[src/rtl/multi_player_clock_pkg.sv]
// Shared types and width helpers for the multi-player game clock.
// Imported by the interface, the prescaler and the top.
package game_clock_pkg;

  typedef enum logic [1:0] {
    S_SETUP,
    S_RUN,
    S_PAUSE,
    S_FLAG
  } state_e;

  localparam logic [1:0] MODE_SD      = 2'd0;
  localparam logic [1:0] MODE_FISCHER = 2'd1;
  localparam logic [1:0] MODE_DELAY   = 2'd2;

  function automatic int pw_of(input int n);
    return (n > 2) ? $clog2(n) : 1;
  endfunction

  function automatic int tw_of(input int max_sec);
    return (max_sec > 0) ? $clog2(max_sec + 1) : 1;
  endfunction

  function automatic int dw_of(input int d);
    return (d > 0) ? $clog2(d + 1) : 1;
  endfunction

endpackage

[src/rtl/multi_player_clock_if.sv]
// Button inputs and display-facing outputs of the game clock.
// master drives buttons, slave is the clock engine.
interface multi_player_clock_if
  import game_clock_pkg::*;
#(
  parameter int N_PLAYERS = 2,
  parameter int MAX_SEC   = 5999
);
  localparam int PW = pw_of(N_PLAYERS);
  localparam int TW = tw_of(MAX_SEC);

  logic                      start;
  logic                      pause;
  logic                      turn_done;
  logic                      sel_next;
  logic                      min_up;
  logic                      min_dn;
  logic                      sec_up;
  logic                      sec_dn;
  logic [1:0]                mode;
  logic [N_PLAYERS*TW-1:0]   time_flat;
  logic [PW-1:0]             active;
  logic [PW-1:0]             cursor;
  logic                      running;
  logic                      in_delay;
  logic [N_PLAYERS-1:0]      flag;

  modport master (
    output start, pause, turn_done, sel_next,
    output min_up, min_dn, sec_up, sec_dn, mode,
    input  time_flat, active, cursor,
    input  running, in_delay, flag
  );

  modport slave (
    input  start, pause, turn_done, sel_next,
    input  min_up, min_dn, sec_up, sec_dn, mode,
    output time_flat, active, cursor,
    output running, in_delay, flag
  );

endinterface

[src/rtl/multi_player_clock_tick.sv]
// One-second prescaler: counts 0..CLK_HZ-1 while enabled.
// tick marks the terminal count; clr restarts the second.
module sec_tick_gen #(
  parameter int CLK_HZ = 125_000_000
) (
  input  logic clk,
  input  logic btnC,
  input  logic en,
  input  logic clr,
  output logic tick
);
  localparam int CW = (CLK_HZ > 1) ? $clog2(CLK_HZ) : 1;
  localparam logic [CW-1:0] LAST = CW'(CLK_HZ - 1);

  logic [CW-1:0] cnt_q, cnt_d;

  assign tick = en && (cnt_q == LAST);

  // Next count: clear wins, otherwise advance and wrap when enabled.
  always_comb begin
    cnt_d = cnt_q;
    if (clr) begin
      cnt_d = '0;
    end else if (en) begin
      cnt_d = tick ? '0 : cnt_q + CW'(1);
    end
  end

  // Prescaler register; holds while disabled so a pause keeps the fraction.
  always_ff @(posedge clk) begin
    if (btnC) cnt_q <= '0;
    else      cnt_q <= cnt_d;
  end

endmodule

[src/rtl/multi_player_clock.sv]
// N-player game clock: per-player banks, shared countdown, turn rotation.
// Sudden-death, Fischer and simple-delay modes; flags the loser.
module multi_player_clock
  import game_clock_pkg::*;
#(
  parameter int N_PLAYERS   = 2,
  parameter int CLK_HZ      = 125_000_000,
  parameter int MAX_SEC     = 5999,
  parameter int DEFAULT_SEC = 300,
  parameter int INC_SEC     = 2,
  parameter int DELAY_SEC   = 3
) (
  input  logic               clk,
  input  logic               btnC,
  multi_player_clock_if.slave bus
);
  localparam int PW = pw_of(N_PLAYERS);
  localparam int TW = tw_of(MAX_SEC);
  localparam int DW = dw_of(DELAY_SEC);

  localparam logic [TW-1:0] T_DEF = TW'(DEFAULT_SEC);
  localparam logic [PW-1:0] P_LAST = PW'(N_PLAYERS - 1);
  localparam logic [DW-1:0] D_RLD = DW'(DELAY_SEC);

  state_e                         state_q, state_d;
  logic [N_PLAYERS-1:0][TW-1:0]   bank_q, bank_d;
  logic [PW-1:0]                  active_q, active_d;
  logic [PW-1:0]                  cursor_q, cursor_d;
  logic [N_PLAYERS-1:0]           flag_q, flag_d;
  logic [1:0]                     mode_q, mode_d;
  logic [DW-1:0]                  dly_q, dly_d;
  logic                           running_q;
  logic                           in_delay_q;

  logic                           all_set;
  logic [1:0]                     mode_in;
  logic [TW-1:0]                  dec;
  logic                           en;
  logic                           clr;
  logic                           tick;

  // Saturating add of a signed step, clamped to 0..MAX_SEC.
  function automatic logic [TW-1:0] sat_add(
    input logic [TW-1:0] b,
    input int            k
  );
    int s;
    s = int'(b) + k;
    if (s > MAX_SEC) s = MAX_SEC;
    if (s < 0)       s = 0;
    return TW'(s);
  endfunction

  sec_tick_gen #(
    .CLK_HZ(CLK_HZ)
  ) u_tick (
    .clk  (clk),
    .btnC (btnC),
    .en   (en),
    .clr  (clr),
    .tick (tick)
  );

  assign mode_in = (bus.mode == 2'd3) ? MODE_SD : bus.mode;

  // A game may only start when no player has an empty bank.
  always_comb begin
    all_set = 1'b1;
    for (int i = 0; i < N_PLAYERS; i++) begin
      if (bank_q[i] == '0) all_set = 1'b0;
    end
  end

  // Next state, bank edits, countdown and turn handover.
  always_comb begin
    state_d  = state_q;
    bank_d   = bank_q;
    active_d = active_q;
    cursor_d = cursor_q;
    flag_d   = flag_q;
    mode_d   = mode_q;
    dly_d    = dly_q;
    en       = 1'b0;
    clr      = 1'b0;
    dec      = bank_q[active_q] - TW'(1);
    unique case (state_q)
      S_SETUP: begin
        if (bus.min_up) begin
          bank_d[cursor_q] = sat_add(bank_q[cursor_q], 60);
        end else if (bus.min_dn) begin
          bank_d[cursor_q] = sat_add(bank_q[cursor_q], -60);
        end else if (bus.sec_up) begin
          bank_d[cursor_q] = sat_add(bank_q[cursor_q], 1);
        end else if (bus.sec_dn) begin
          bank_d[cursor_q] = sat_add(bank_q[cursor_q], -1);
        end
        if (bus.sel_next) begin
          cursor_d = (cursor_q == P_LAST) ? '0 : cursor_q + PW'(1);
        end
        if (bus.start && all_set) begin
          mode_d   = mode_in;
          active_d = '0;
          clr      = 1'b1;
          dly_d    = (mode_in == MODE_DELAY) ? D_RLD : '0;
          state_d  = S_RUN;
        end
      end
      S_RUN: begin
        if (bus.pause) begin
          state_d = S_PAUSE;
        end else begin
          en = 1'b1;
          if (tick) begin
            if (dly_q != '0) begin
              dly_d = dly_q - DW'(1);
            end else begin
              bank_d[active_q] = dec;
              if (dec == '0) begin
                flag_d[active_q] = 1'b1;
                state_d          = S_FLAG;
              end
            end
          end
          if (bus.turn_done && state_d != S_FLAG) begin
            if (mode_q == MODE_FISCHER) begin
              bank_d[active_q] = sat_add(bank_d[active_q], INC_SEC);
            end
            active_d = (active_q == P_LAST) ? '0 : active_q + PW'(1);
            clr      = 1'b1;
            dly_d    = (mode_q == MODE_DELAY) ? D_RLD : '0;
          end
        end
      end
      S_PAUSE: begin
        if (!bus.pause) state_d = S_RUN;
      end
      S_FLAG: begin
      end
    endcase
  end

  // State and datapath registers; outputs come straight from here.
  always_ff @(posedge clk) begin
    if (btnC) begin
      state_q    <= S_SETUP;
      bank_q     <= {N_PLAYERS{T_DEF}};
      active_q   <= '0;
      cursor_q   <= '0;
      flag_q     <= '0;
      mode_q     <= MODE_SD;
      dly_q      <= '0;
      running_q  <= 1'b0;
      in_delay_q <= 1'b0;
    end else begin
      state_q    <= state_d;
      bank_q     <= bank_d;
      active_q   <= active_d;
      cursor_q   <= cursor_d;
      flag_q     <= flag_d;
      mode_q     <= mode_d;
      dly_q      <= dly_d;
      running_q  <= (state_d == S_RUN);
      in_delay_q <= (state_d == S_RUN) && (dly_d != '0);
    end
  end

  assign bus.time_flat = bank_q;
  assign bus.active    = active_q;
  assign bus.cursor    = cursor_q;
  assign bus.running   = running_q;
  assign bus.in_delay  = in_delay_q;
  assign bus.flag      = flag_q;

endmodule
[src/flat_wrapper.sv]
// flat-port wrapper written by rule: the top's interface ports become plain ports
module multi_player_clock_flat import game_clock_pkg::*;
#(
  parameter int N_PLAYERS   = 2,
  parameter int CLK_HZ      = 125_000_000,
  parameter int MAX_SEC     = 5999,
  parameter int DEFAULT_SEC = 300,
  parameter int INC_SEC     = 2,
  parameter int DELAY_SEC   = 3
)
  (clk, btnC, bus_start, bus_pause, bus_turn_done, bus_sel_next, bus_min_up, bus_min_dn, bus_sec_up, bus_sec_dn, bus_mode, bus_time_flat, bus_active, bus_cursor, bus_running, bus_in_delay, bus_flag);
  multi_player_clock_if #(.N_PLAYERS(N_PLAYERS), .MAX_SEC(MAX_SEC)) bus_i ();
  input  logic clk;
  input  logic btnC;
  input wire logic [$bits(bus_i.start)-1:0] bus_start;
  input wire logic [$bits(bus_i.pause)-1:0] bus_pause;
  input wire logic [$bits(bus_i.turn_done)-1:0] bus_turn_done;
  input wire logic [$bits(bus_i.sel_next)-1:0] bus_sel_next;
  input wire logic [$bits(bus_i.min_up)-1:0] bus_min_up;
  input wire logic [$bits(bus_i.min_dn)-1:0] bus_min_dn;
  input wire logic [$bits(bus_i.sec_up)-1:0] bus_sec_up;
  input wire logic [$bits(bus_i.sec_dn)-1:0] bus_sec_dn;
  input wire logic [$bits(bus_i.mode)-1:0] bus_mode;
  output wire logic [$bits(bus_i.time_flat)-1:0] bus_time_flat;
  output wire logic [$bits(bus_i.active)-1:0] bus_active;
  output wire logic [$bits(bus_i.cursor)-1:0] bus_cursor;
  output wire logic [$bits(bus_i.running)-1:0] bus_running;
  output wire logic [$bits(bus_i.in_delay)-1:0] bus_in_delay;
  output wire logic [$bits(bus_i.flag)-1:0] bus_flag;
  assign bus_i.start = bus_start;
  assign bus_i.pause = bus_pause;
  assign bus_i.turn_done = bus_turn_done;
  assign bus_i.sel_next = bus_sel_next;
  assign bus_i.min_up = bus_min_up;
  assign bus_i.min_dn = bus_min_dn;
  assign bus_i.sec_up = bus_sec_up;
  assign bus_i.sec_dn = bus_sec_dn;
  assign bus_i.mode = bus_mode;
  assign bus_time_flat = bus_i.time_flat;
  assign bus_active = bus_i.active;
  assign bus_cursor = bus_i.cursor;
  assign bus_running = bus_i.running;
  assign bus_in_delay = bus_i.in_delay;
  assign bus_flag = bus_i.flag;
  multi_player_clock #(.N_PLAYERS(N_PLAYERS), .CLK_HZ(CLK_HZ), .MAX_SEC(MAX_SEC), .DEFAULT_SEC(DEFAULT_SEC), .INC_SEC(INC_SEC), .DELAY_SEC(DELAY_SEC)) u_core (.clk(clk), .btnC(btnC), .bus(bus_i));
endmodule
[config.mk]
export PLATFORM = sky130hd
export DESIGN_NAME = multi_player_clock_flat
export DESIGN_NICKNAME = d
export VERILOG_FILES = /design/src/rtl/multi_player_clock_pkg.sv /design/src/rtl/multi_player_clock_if.sv /design/src/rtl/multi_player_clock_tick.sv /design/src/rtl/multi_player_clock.sv /design/src/flat_wrapper.sv
export SDC_FILE = /design/constraint.sdc
export NUM_CORES = 1
export LEC_CHECK = 0
export ABC_AREA = 1
export BUFFER_PORTS_ARGS = -buffer_cell sky130_fd_sc_hd__buf_2
export CORE_UTILIZATION = 35
export CTS_CLUSTER_SIZE = 28
export DETAILED_ROUTE_END_ITERATION = 12
export GPL_TIMING_DRIVEN = 0
export PLACE_DENSITY = 0.6
export SYNTH_ARGS = -nofsm -noshare
export SYNTH_HDL_FRONTEND = slang
export SYNTH_SLANG_ARGS = --single-unit
[constraint.sdc]
create_clock -name clk -period 3.05 [get_ports clk]
set_clock_uncertainty 0.1 [all_clocks]
set_input_delay 0.4575 -clock clk [delete_from_list [all_inputs] [get_ports clk]]
set_output_delay 0.4575 -clock clk [all_outputs]
set_load 0.05 [all_outputs]
# Yosys cells after proc, flatten, opt, wreduce, memory -nomap -nowiden

Cells that the tools add are included.

Flip-flop bits (word level): 65
Input bits: 12
Output and inout bits: 32
Word-level logic and storage cells: 179

Add/subtract/negate cells: 10
Magnitude comparators: 14
Eq/ne operators: 13
Mux-type cells: 109
Bitwise gates (word level): 3
Reductions and logical operators: 19

Operators by type and width:

| cell                    | number |
|---|---|
| $mux W32                | 23 |
| $mux W13                | 31 |
| $mux W26                | 11 |
| $gt A32 B14 Y1 const B  | 5 |
| $lt A32 B1 Y1 const B   | 5 |
| $bwmux W26              | 6 |
| $pmux W26 S2            | 1 |
| $logic_not A13 Y1       | 3 |
| $mux W2                 | 16 |
| $add A27 B1 Y27 const B | 1 |
| $eq A27 B27 Y1 const B  | 1 |
| $mux W27                | 1 |
| $demux W13 S1           | 2 |
| $add A14 B1 Y15 const B | 1 |
| $add A14 B7 Y15 const B | 1 |
| $add A13 B1 Y14 const B | 1 |
| $add A13 B2 Y14 const B | 1 |
| $add A13 B6 Y14 const B | 1 |
| $mux W1                 | 13 |
| $sub A13 B1 Y13 const B | 1 |
| $eq A2 B2 Y1 const B    | 4 |
| $eq A2 B1 Y1 const B    | 3 |
| $logic_and A1 B1 Y1     | 6 |
| $pmux W2 S3             | 1 |
| other kinds (19)        | 29 |

# Longest topological paths before layout

Gate-level depths: netlist (run 1).

Word-level depth: 29
Depth in mapped cells: 27

# Hierarchy

From an unflattened synthesis (run 1), not the netlist that was laid out.

Cell total of the unflattened synthesis: 1290
Area total of the unflattened synthesis: 7183.1 um^2

Modules (own cells, without submodules):

| module             | instances | cells an instance | area an instance (um^2) |
|---|---|---|---|
| multi_player_clock | 1         | 1025              | 5547.8 |
| sec_tick_gen       | 1         | 265               | 1635.3 |

# Worst setup path before layout (run 1)

OpenSTA, ideal clock, no wires.

Kind: register to register
Start: reg u_core.bank_q, in the netlist u_core.bus.time_flat[1]
End: reg u_core.bank_q, in the netlist u_core.bus.time_flat[17]
Data arrival time: 3.312 ns
Slack: -0.484 ns
Stages on the path, launching flop included: 27
Buffers on the path: 1
Period minus slack after synthesis: 3.534 ns
Cells stage by stage: dfxtp_1 -> inv_1 -> nand2_1 -> nand2_1 -> ha_1 -> nand2_1 -> o21ai_0 -> nand2_1 -> o21ai_0 -> nand4_1 -> nand3_1 -> nand2_1 -> ha_1 -> nand3_1 -> nor2_2 -> nand2_2 -> nor2_2 -> nand3_1 -> inv_1 -> nor2_2 -> nand2_2 -> nand2_4 -> buf_8 -> nand2_2 -> nand2_1 -> nand2_1 -> a21oi_2

Longest elaborated chain between the ends: 28

Ends and longest elaborated chain:

| element                                     | line                      | source |
|---|---|---|
| start: declaration                          | multi_player_clock.sv:26  | `logic [N_PLAYERS-1:0][TW-1:0] bank_q, bank_d;` |
| start signal: assignment                    | multi_player_clock.sv:146 | `bank_q <= {N_PLAYERS{T_DEF}};` |
| start signal: assignment                    | multi_player_clock.sv:156 | `bank_q <= bank_d;` |
| $mux W13 (implied by the code) (2 in a row) | multi_player_clock.sv:85  | `dec = bank_q[active_q] - TW'(1);` |
| $sub A13 B1 Y13                             | multi_player_clock.sv:85  |  |
| $bwmux W26                                  | multi_player_clock.sv:117 | `bank_d[active_q] = dec;` |
| $mux W26                                    | multi_player_clock.sv:114 | `if (dly_q != '0) begin` |
| $mux W26                                    | multi_player_clock.sv:113 | `if (tick) begin` |
| $mux W26                                    | multi_player_clock.sv:109 | `if (bus.pause) begin` |
| $mux W26                                    | multi_player_clock.sv:86  | `unique case (state_q)` |
| $mux W13 (implied by the code) (2 in a row) | multi_player_clock.sv:126 | `bank_d[active_q] = sat_add(bank_d[active_q], INC_SEC);` |
| (+10 left out)                              | --                        |  |
| $mux W13                                    | multi_player_clock.sv:124 | `if (bus.turn_done && state_d != S_FLAG) begin` |
| $mux W13                                    | multi_player_clock.sv:109 |  |
| $mux W13                                    | multi_player_clock.sv:86  |  |
| $bwmux W26                                  | multi_player_clock.sv:126 |  |
| $mux W26                                    | multi_player_clock.sv:125 | `if (mode_q == MODE_FISCHER) begin` |
| $mux W26                                    | multi_player_clock.sv:124 |  |
| $mux W26                                    | multi_player_clock.sv:109 |  |
| $pmux W26 S2 (*)                            | multi_player_clock.sv:86  |  |

Mark *: on every way between the ends. The rest lies on a longest branch, timed or not. The select of a mux whose other input is x is not followed.
A chain may end at the register's enable or synchronous reset.

# Worst setup path after layout (run 1)

Start: reg u_core.active_q, in the netlist u_core.bus.active
End: reg u_core.bank_q, in the netlist u_core.bus.time_flat[2]

Longest elaborated chain between the ends: 29

Ends and longest elaborated chain:

| element                                                                 | line                      | source |
|---|---|---|
| start: declaration                                                      | multi_player_clock.sv:27  | `logic [PW-1:0] active_q, active_d;` |
| start signal: assignment                                                | multi_player_clock.sv:157 | `active_q <= active_d;` |
| parallel branches: the longest is 26 deep, another holds $gt A32 B14 Y1 | --                        |  |
| $mux W26 (*)                                                            | multi_player_clock.sv:124 |  |
| $mux W26 (*)                                                            | multi_player_clock.sv:109 |  |
| $pmux W26 S2 (*)                                                        | multi_player_clock.sv:86  |  |

Every way passes the cells marked *. The select of a mux whose other input is x is not followed.

==> results of run 1 <==
[Yosys cell counts (19+ instances only)]
library cell    n
nand2_1       452
inv_1         139
nand3_1       116
nor2_1        116
a21oi_1        65
dfxtp_1        65
o21ai_0        56
xor2_1         39
nand4_1        26
nor3_1         26
o21ai_1        26
nand2_2        19
[metal layers]
layer	vias to the layer above	track usage, %
met4	0	7.240
met1	4476	39.90
met3	55	5.344
met2	459	39.95
met5	-	0
li1	4567	-
[critical path: cells and delay by family, from the launching register on]
kind | cells | cell delay, ns
AO/OA/AOI/OAI | 2 | 0.17
adder cells (fa/ha/maj) | 2 | 0.39
buffers and inverters | 2 | 0.27
flip-flops | 1 | 0.37
AND/OR/NAND/NOR | 20 | 1.84
[path summary, 6_finish.rpt]
kind / end / from / slack [ns]
worst max-delay path: u_core.bus.time_flat[2] / u_core.bus.active / -0.20
worst min-delay path: u_core.bus.cursor / bus_sel_next / 0.29
worst max register to register: u_core.bus.time_flat[2] / u_core.bus.active / -0.20
worst min register to register: u_core.mode_q[1] / u_core.mode_q[1] / 0.37
[final cells by class]
type / count / area (um^2)
well taps: 270 / 337.8
multi-input cells: 1062 / 6457
clock buffers: 9 / 225.2
clock inverters: 7 / 100.1
fillers: 2038 / 9966
repair buffers: 136 / 1052
plain buffers: 37 / 291.5
flip-flops and latches: 65 / 1351
inverters: 149 / 583.1
[power by group]
| part | internal, mW | leakage (nW) | switching, mW |
|---|---|---|---|
| Combinational | 1.04 | 3.85 | 2.02 |
| Sequential | 0.928 | 0.539 | 0.135 |
| Clock | 0.725 | 0.162 | 0.465 |
| Total | 2.69 | 4.55 | 2.62 |
[cell families after synthesis]
group	count (synthesis)
AND/OR/NAND/NOR	814
flip-flops	65
adder cells (fa/ha/maj)	8
AO/OA/AOI/OAI	197
buffers and inverters	187
XOR/XNOR	42
[cells in the final DEF, fill, tap and decap left out, types with 8 or more instances in the layout]
cell type  instances
nor4_1             8
o21ai_0           44
inv_1            125
a31oi_1           13
nand3_1           78
nor2_4            24
nand2_1          350
clkbuf_16         10
a21oi_1           50
buf_4             79
nor2_2            23
o21ai_1           23
nor2_1            88
nand3_4           14
nor3_1            22
buf_6             17
o21ai_4           11
dfxtp_2           13
inv_2             16
xor2_1            35
nand3_2           33
dfxtp_1           43
o21ai_2            9
nand2_4           25
buf_2             50
a21oi_2           25
dfxtp_4            9
clkbuf_1          13
nand2_2           98
nand4_1           26
[state kept, by name, summed over array words and instances, names as in the netlist]
signal / cells
u_core.bus.flag: 2
u_core.bus.active: 1
u_core.bus.in_delay: 1
u_core.mode_q: 2
u_core.bus.running: 1
u_core.bus.time_flat: 26
u_core.state_q: 2
u_core.u_tick.cnt_q: 27
u_core.dly_q: 2
u_core.bus.cursor: 1
[stage by stage]
step                      hold WS, ns  power, mW  util (%)  cell area, um^2
after floorplan                0.3449      2.678         -             7380
after global placement         0.3524      3.260     38.93             7928
after detailed placement       0.3605      3.266     38.93             7928
after CTS                      0.2873      4.906     47.05             9582
after global routing           0.3033      5.581     51.06            10400
final                          0.2881      5.313     51.06            10400
[timing repair]
| action | CTS | global route |
|---|---|---|
| buffers inserted | 55 | 33 |
| pin swaps | 74 | 95 |
| gates resized for setup | 222 | 160 |
| gates cloned | 5 | 2 |
| setup endpoints to repair | 59 | 57 |
==> reports/results.ini, run 1 <==
[outcome]
outcome=complete, but fails checks
violations=setup timing

[detailed_routing]
firstDrtPassIters=5
vias_per_cell=5.508
drtIter0Drc=975
ant_nets=0
vias=9557
wl_per_cell_um=17.37
met1_length_mm=13.73
wl_mm=30.14
met3WireLength_mm=2.899
routed.top_layer=met4
drcViolationCount=0
wl_met2_mm=12.96

[setup_path]
critPathCaptureType=flop
crit_type=flop to flop
r2r.worst_path.cells=26
cp-start-kind=flop
slowest_stage=dfxtp_4
cp.required_ns=3.20
cp.arrival_ns=3.40
worstPathMaxFanout=5
cpPeakStageDelay_ns=0.37

[synthesis]
syn_area_per_cell_um2=5.570
async_reset_ff_share_pct=0
synth-xor-area-share_pct=5.030
synth-seq-cells=65
ys.warnings.count=0
synth_top_area_share_pct=23.20
yosysTopAreaCell=nand2_1
synth.area.top_cells=nand2_1 23%, dfxtp_1 18%, nand3_1 7.9%
synth_nets=1333
synth_ff_type=dfxtp_1
synth.area.mux_share_pct=0
synth_simple_gate_area_share_pct=49.96
postSynthCellCount=1313
ys_types=48
synth_edf_count=0
syn_area_um2=7313
synth_top_family_by_area=simple AND/OR/NAND/NOR gates
synthAdderAreaFrac_pct=1.369
synth_compound_area_share_pct=15.33
ys_seq_area_share_pct=17.79

[cts]
cts.sinks=65
hold_buffers=0
numCtsBuffers=9
ctsRootBufferMaster=clkbuf_16
cts-htree-levels=3
clockBufferDepth=2
cts_tree=done
path_clk_slew_ns=0.06
clk_latency_ns=0.35

[timing]
hold_viol_final=0
worst_pin_slew_ns=0.9104
max_freq_ghz=0.3074
slew_viol_final=0
fin_setup_tns_ns=-4.058
relSlewSlack_pct=39.08
period_share_pct=106.7
setup_viol=38
rsz0062_at_grt=true
layout_setup_ws_ns=-0.2036
min_period_ns=3.254

[floorplanning]
start_util_pct=35.91
num_io_pins=44
row_count=52
coreArea_um2=20360
die_w_um=146.6
die_area_um2=21480
die_h_um=146.6

[global_routing]
overflow=0
grt_pass1_vias=8455
grt_max_degree=14
antenna_found_initial=0
grt_use_total_pct=27.19
grt_pass1_wl_mm=45.55

[run]
cap_violations=0

[placed_design]
io_buffer_count=42
post-dp-hpwl_mm=22.17
gp_congestion=0.9383
place_ws_ns=-0.9201
dp.cells=1625

[power_and_ir_drop]
powerDensity_nw_per_um2=510.9
p_leak_nw=4.553
vdd_drop_max_mv=0.2953

[worst_hold_path]
hold_class=input pin to flop
hold_depth=3

[cells_and_area]
area_delta_synth_final_pct=42.19
final-instance-count-excl-fill=1735
fin_nets=1480
layout-drive-gt1-share_pct=35.63
diodes=0

No activity file was read; power rests on OpenSTA's default activity.
==> run 2: changes to the inputs <==
- CORE_MARGIN: unset -> 5
- SKIP_CTS_REPAIR_TIMING: unset -> 1
==> run 2 against run 1 <==
The run still ends with setup timing left; critical path depth decreased by 8; combinational power decreased by 1%; first-iteration DRC count increased by 1.1%; final area increased by 0.37%; die area increased by 11%; via count increased by 0.15%; routed wire length increased by 1.0%; flip-flop and latch count unchanged; setup slack improved by 0.022 ns; sequential share of layout area about the same; hold slack got worse by 0.011 ns; critical path type unchanged; critical endpoint is now u_core.bus.time_flat[24].
==> reports/results.ini, run 2 (synthesis results as in run 1) <==
[cells_and_area]
area_delta_synth_final_pct=42.72  ; was 42.19%
largest_register_ffs=27  ; unchanged
fin_nets=1486  ; was 1,480
largest_register=u_core.u_tick.cnt_q  ; unchanged
final_cell_mix=356 x nand2_1, 123 x inv_1, 92 x nor2_1  ; was 350 x nand2_1, 125 x inv_1, 98 x nand2_2
final_util_pct=51.09  ; was 51.06%
final_common_cell=nand2_1  ; unchanged
diodes=0  ; unchanged
layout-drive-gt1-share_pct=35.55  ; was 35.63%

[detailed_routing]
wl_mm=30.45  ; was 30.14 mm
vias_per_cell=5.497  ; was 5.508
vias=9571  ; was 9,557
drcViolationCount=0  ; unchanged
drtIter0Drc=986  ; was 975
ant_nets=0  ; unchanged
wl_per_cell_um=17.49  ; was 17.37 um
firstDrtPassIters=5  ; unchanged

[floorplanning]
start_util_pct=35.80  ; was 35.91%
die_w_um=154.6  ; was 146.6 um
num_io_pins=44  ; unchanged
die_h_um=154.6  ; was 146.6 um
row_count=52  ; unchanged
die_area_um2=23890  ; was 21,480 um^2
coreArea_um2=20430  ; was 20,360 um^2

[global_routing]
grt_use_total_pct=22.49  ; was 27.19%
grt_pass1_vias=7840  ; was 8,455
grt_pass1_wl_mm=42.88  ; was 45.55 mm
overflow=0  ; unchanged
grt_max_degree=15  ; was 14
antenna_found_initial=0  ; unchanged

[power_and_ir_drop]
intPower_mw=2.574  ; was 2.691 mW
switching_share_pct=50.41  ; was 49.35%
pwr-share-seq_pct=20.7  ; was 20.0%
p_total_mw=5.191  ; was 5.313 mW
p_leak_nw=4.554  ; was 4.553 nW
p_comb_share_pct=58.2  ; was 57.6%
powerDensity_nw_per_um2=497.3  ; was 510.9 nW/um^2
power_switching_mw=2.617  ; was 2.622 mW
vdd_drop_max_mv=0.2717  ; was 0.2953 mV
clkPwrFrac_pct=21.1  ; was 22.4%

[timing]
setup_viol=43  ; was 38
fin_setup_tns_ns=-3.479  ; was -4.058 ns
period_share_pct=106.0  ; was 106.7%
relSlewSlack_pct=41.77  ; was 39.08%
hold_viol_final=0  ; unchanged
slew_viol_final=0  ; unchanged
min_period_ns=3.232  ; was 3.254 ns
rsz0062_at_grt=true  ; unchanged
max_freq_ghz=0.3094  ; was 0.3074 GHz
layout_setup_ws_ns=-0.1820  ; was -0.2036 ns
holdWs_ns=0.2772  ; was 0.2881 ns
worst_pin_slew_ns=0.8702  ; was 0.9104 ns

[cts]
clk_latency_ns=0.35  ; about the same
ctsRootBufferMaster=clkbuf_16  ; unchanged
cts_tree=done  ; unchanged
path_clk_slew_ns=0.06  ; about the same
clockBufferDepth=2  ; unchanged
cts-htree-levels=3  ; unchanged
cts.sinks=65  ; unchanged
numCtsBuffers=9  ; unchanged

[setup_path]
reg2reg_slack_ns=-0.18  ; was -0.20 ns
cp.arrival_ns=3.36  ; was 3.40 ns
cp.required_ns=3.18  ; was 3.20 ns
slowest_stage=dfxtp_4  ; unchanged
critPathCaptureType=flop  ; unchanged
crit_buf_inv=2  ; unchanged
path_delay_family=simple AND/OR/NAND/NOR gates  ; unchanged
path_cells=buf_12 -> nand2_1 -> o21ai_2 -> ha_2 -> nand3_2 -> nor2_4 -> nand2_1 -> nor2_2 -> nand3_1 -> o211ai_1 -> nand2_1 -> buf_6 -> nand2_1 -> o21ai_1 -> nand2_1 -> nand3_1 -> a21oi_2 -> a21oi_1
worstPathMaxFanout=10  ; was 5
cpPeakStageDelay_ns=0.43  ; was 0.37 ns
crit_top_cell=nand2_1
cp-start-kind=flop  ; unchanged
crit_type=flop to flop  ; unchanged

[worst_hold_path]
hold_class=input pin to flop  ; unchanged

[placed_design]
io_buffer_count=42  ; unchanged
place_ws_ns=-0.8833  ; was -0.9201 ns
gp_congestion=0.9764  ; was 0.9383
post-dp-hpwl_mm=22.27  ; was 22.17 mm

[outcome]
outcome=complete, but fails checks  ; unchanged
violations=setup timing  ; unchanged

[run]
cap_violations=0  ; unchanged

-- run 2: final timing paths --
path | startpoint | to | cells past startpoint
setup reg to reg | u_core.bus.cursor | u_core.bus.time_flat[24] | 18
hold reg to reg | u_core.mode_q[1] | u_core.mode_q[1] | 2
setup / recovery | u_core.bus.cursor | u_core.bus.time_flat[24] | 18
hold / removal | bus_sel_next | u_core.bus.cursor | 3
-- run 2: routing by layer --
layer,vias to the layer above,GRT usage [%],wire length [um]
met3,50,5.281,3355
li1,4592,-,-
met1,4457,33.93,13720
met5,-,0,0
met2,472,32.20,12830
met4,0,5.046,546
-- run 2: cell type report --
cell class	instances	area, um^2
sequential	65	1358
multi-input combinational	1064	6459
clock inverter	6	57.56
clock buffer	10	250.2
fill	2077	9992
inverter	149	583.1
buffer	38	319.1
tap	270	337.8
timing repair buffer	139	1074
-- run 2: power by group through the flow --
| stage | Combinational (mW) | Clock, mW | Sequential [mW] |
|---|---|---|---|
| 2_1_floorplan | 1.44 | 0 | 1.23 |
| 3_3_place_gp | 2.19 | 0 | 1.08 |
| 4_1_cts | 2.20 | 1.11 | 1.06 |
| 6_report | 3.02 | 1.09 | 1.08 |
| 5_1_grt | 3.24 | 1.15 | 1.08 |
| 3_5_place_dp | 2.19 | 0 | 1.08 |
-- run 2: per-stage QoR --
stage / area (um^2) / std cells
after global routing: 10440 / 1741
after floorplan: 7380 / 1313
final: 10440 / 1741
after global placement: 7928 / 1625
after detailed placement: 7928 / 1625
after CTS: 8235 / 1641
-- run 2: worst min-delay path: stages --
cell     delay, ns
buf_2         0.10
nand2_1       0.07
a21oi_1       0.06
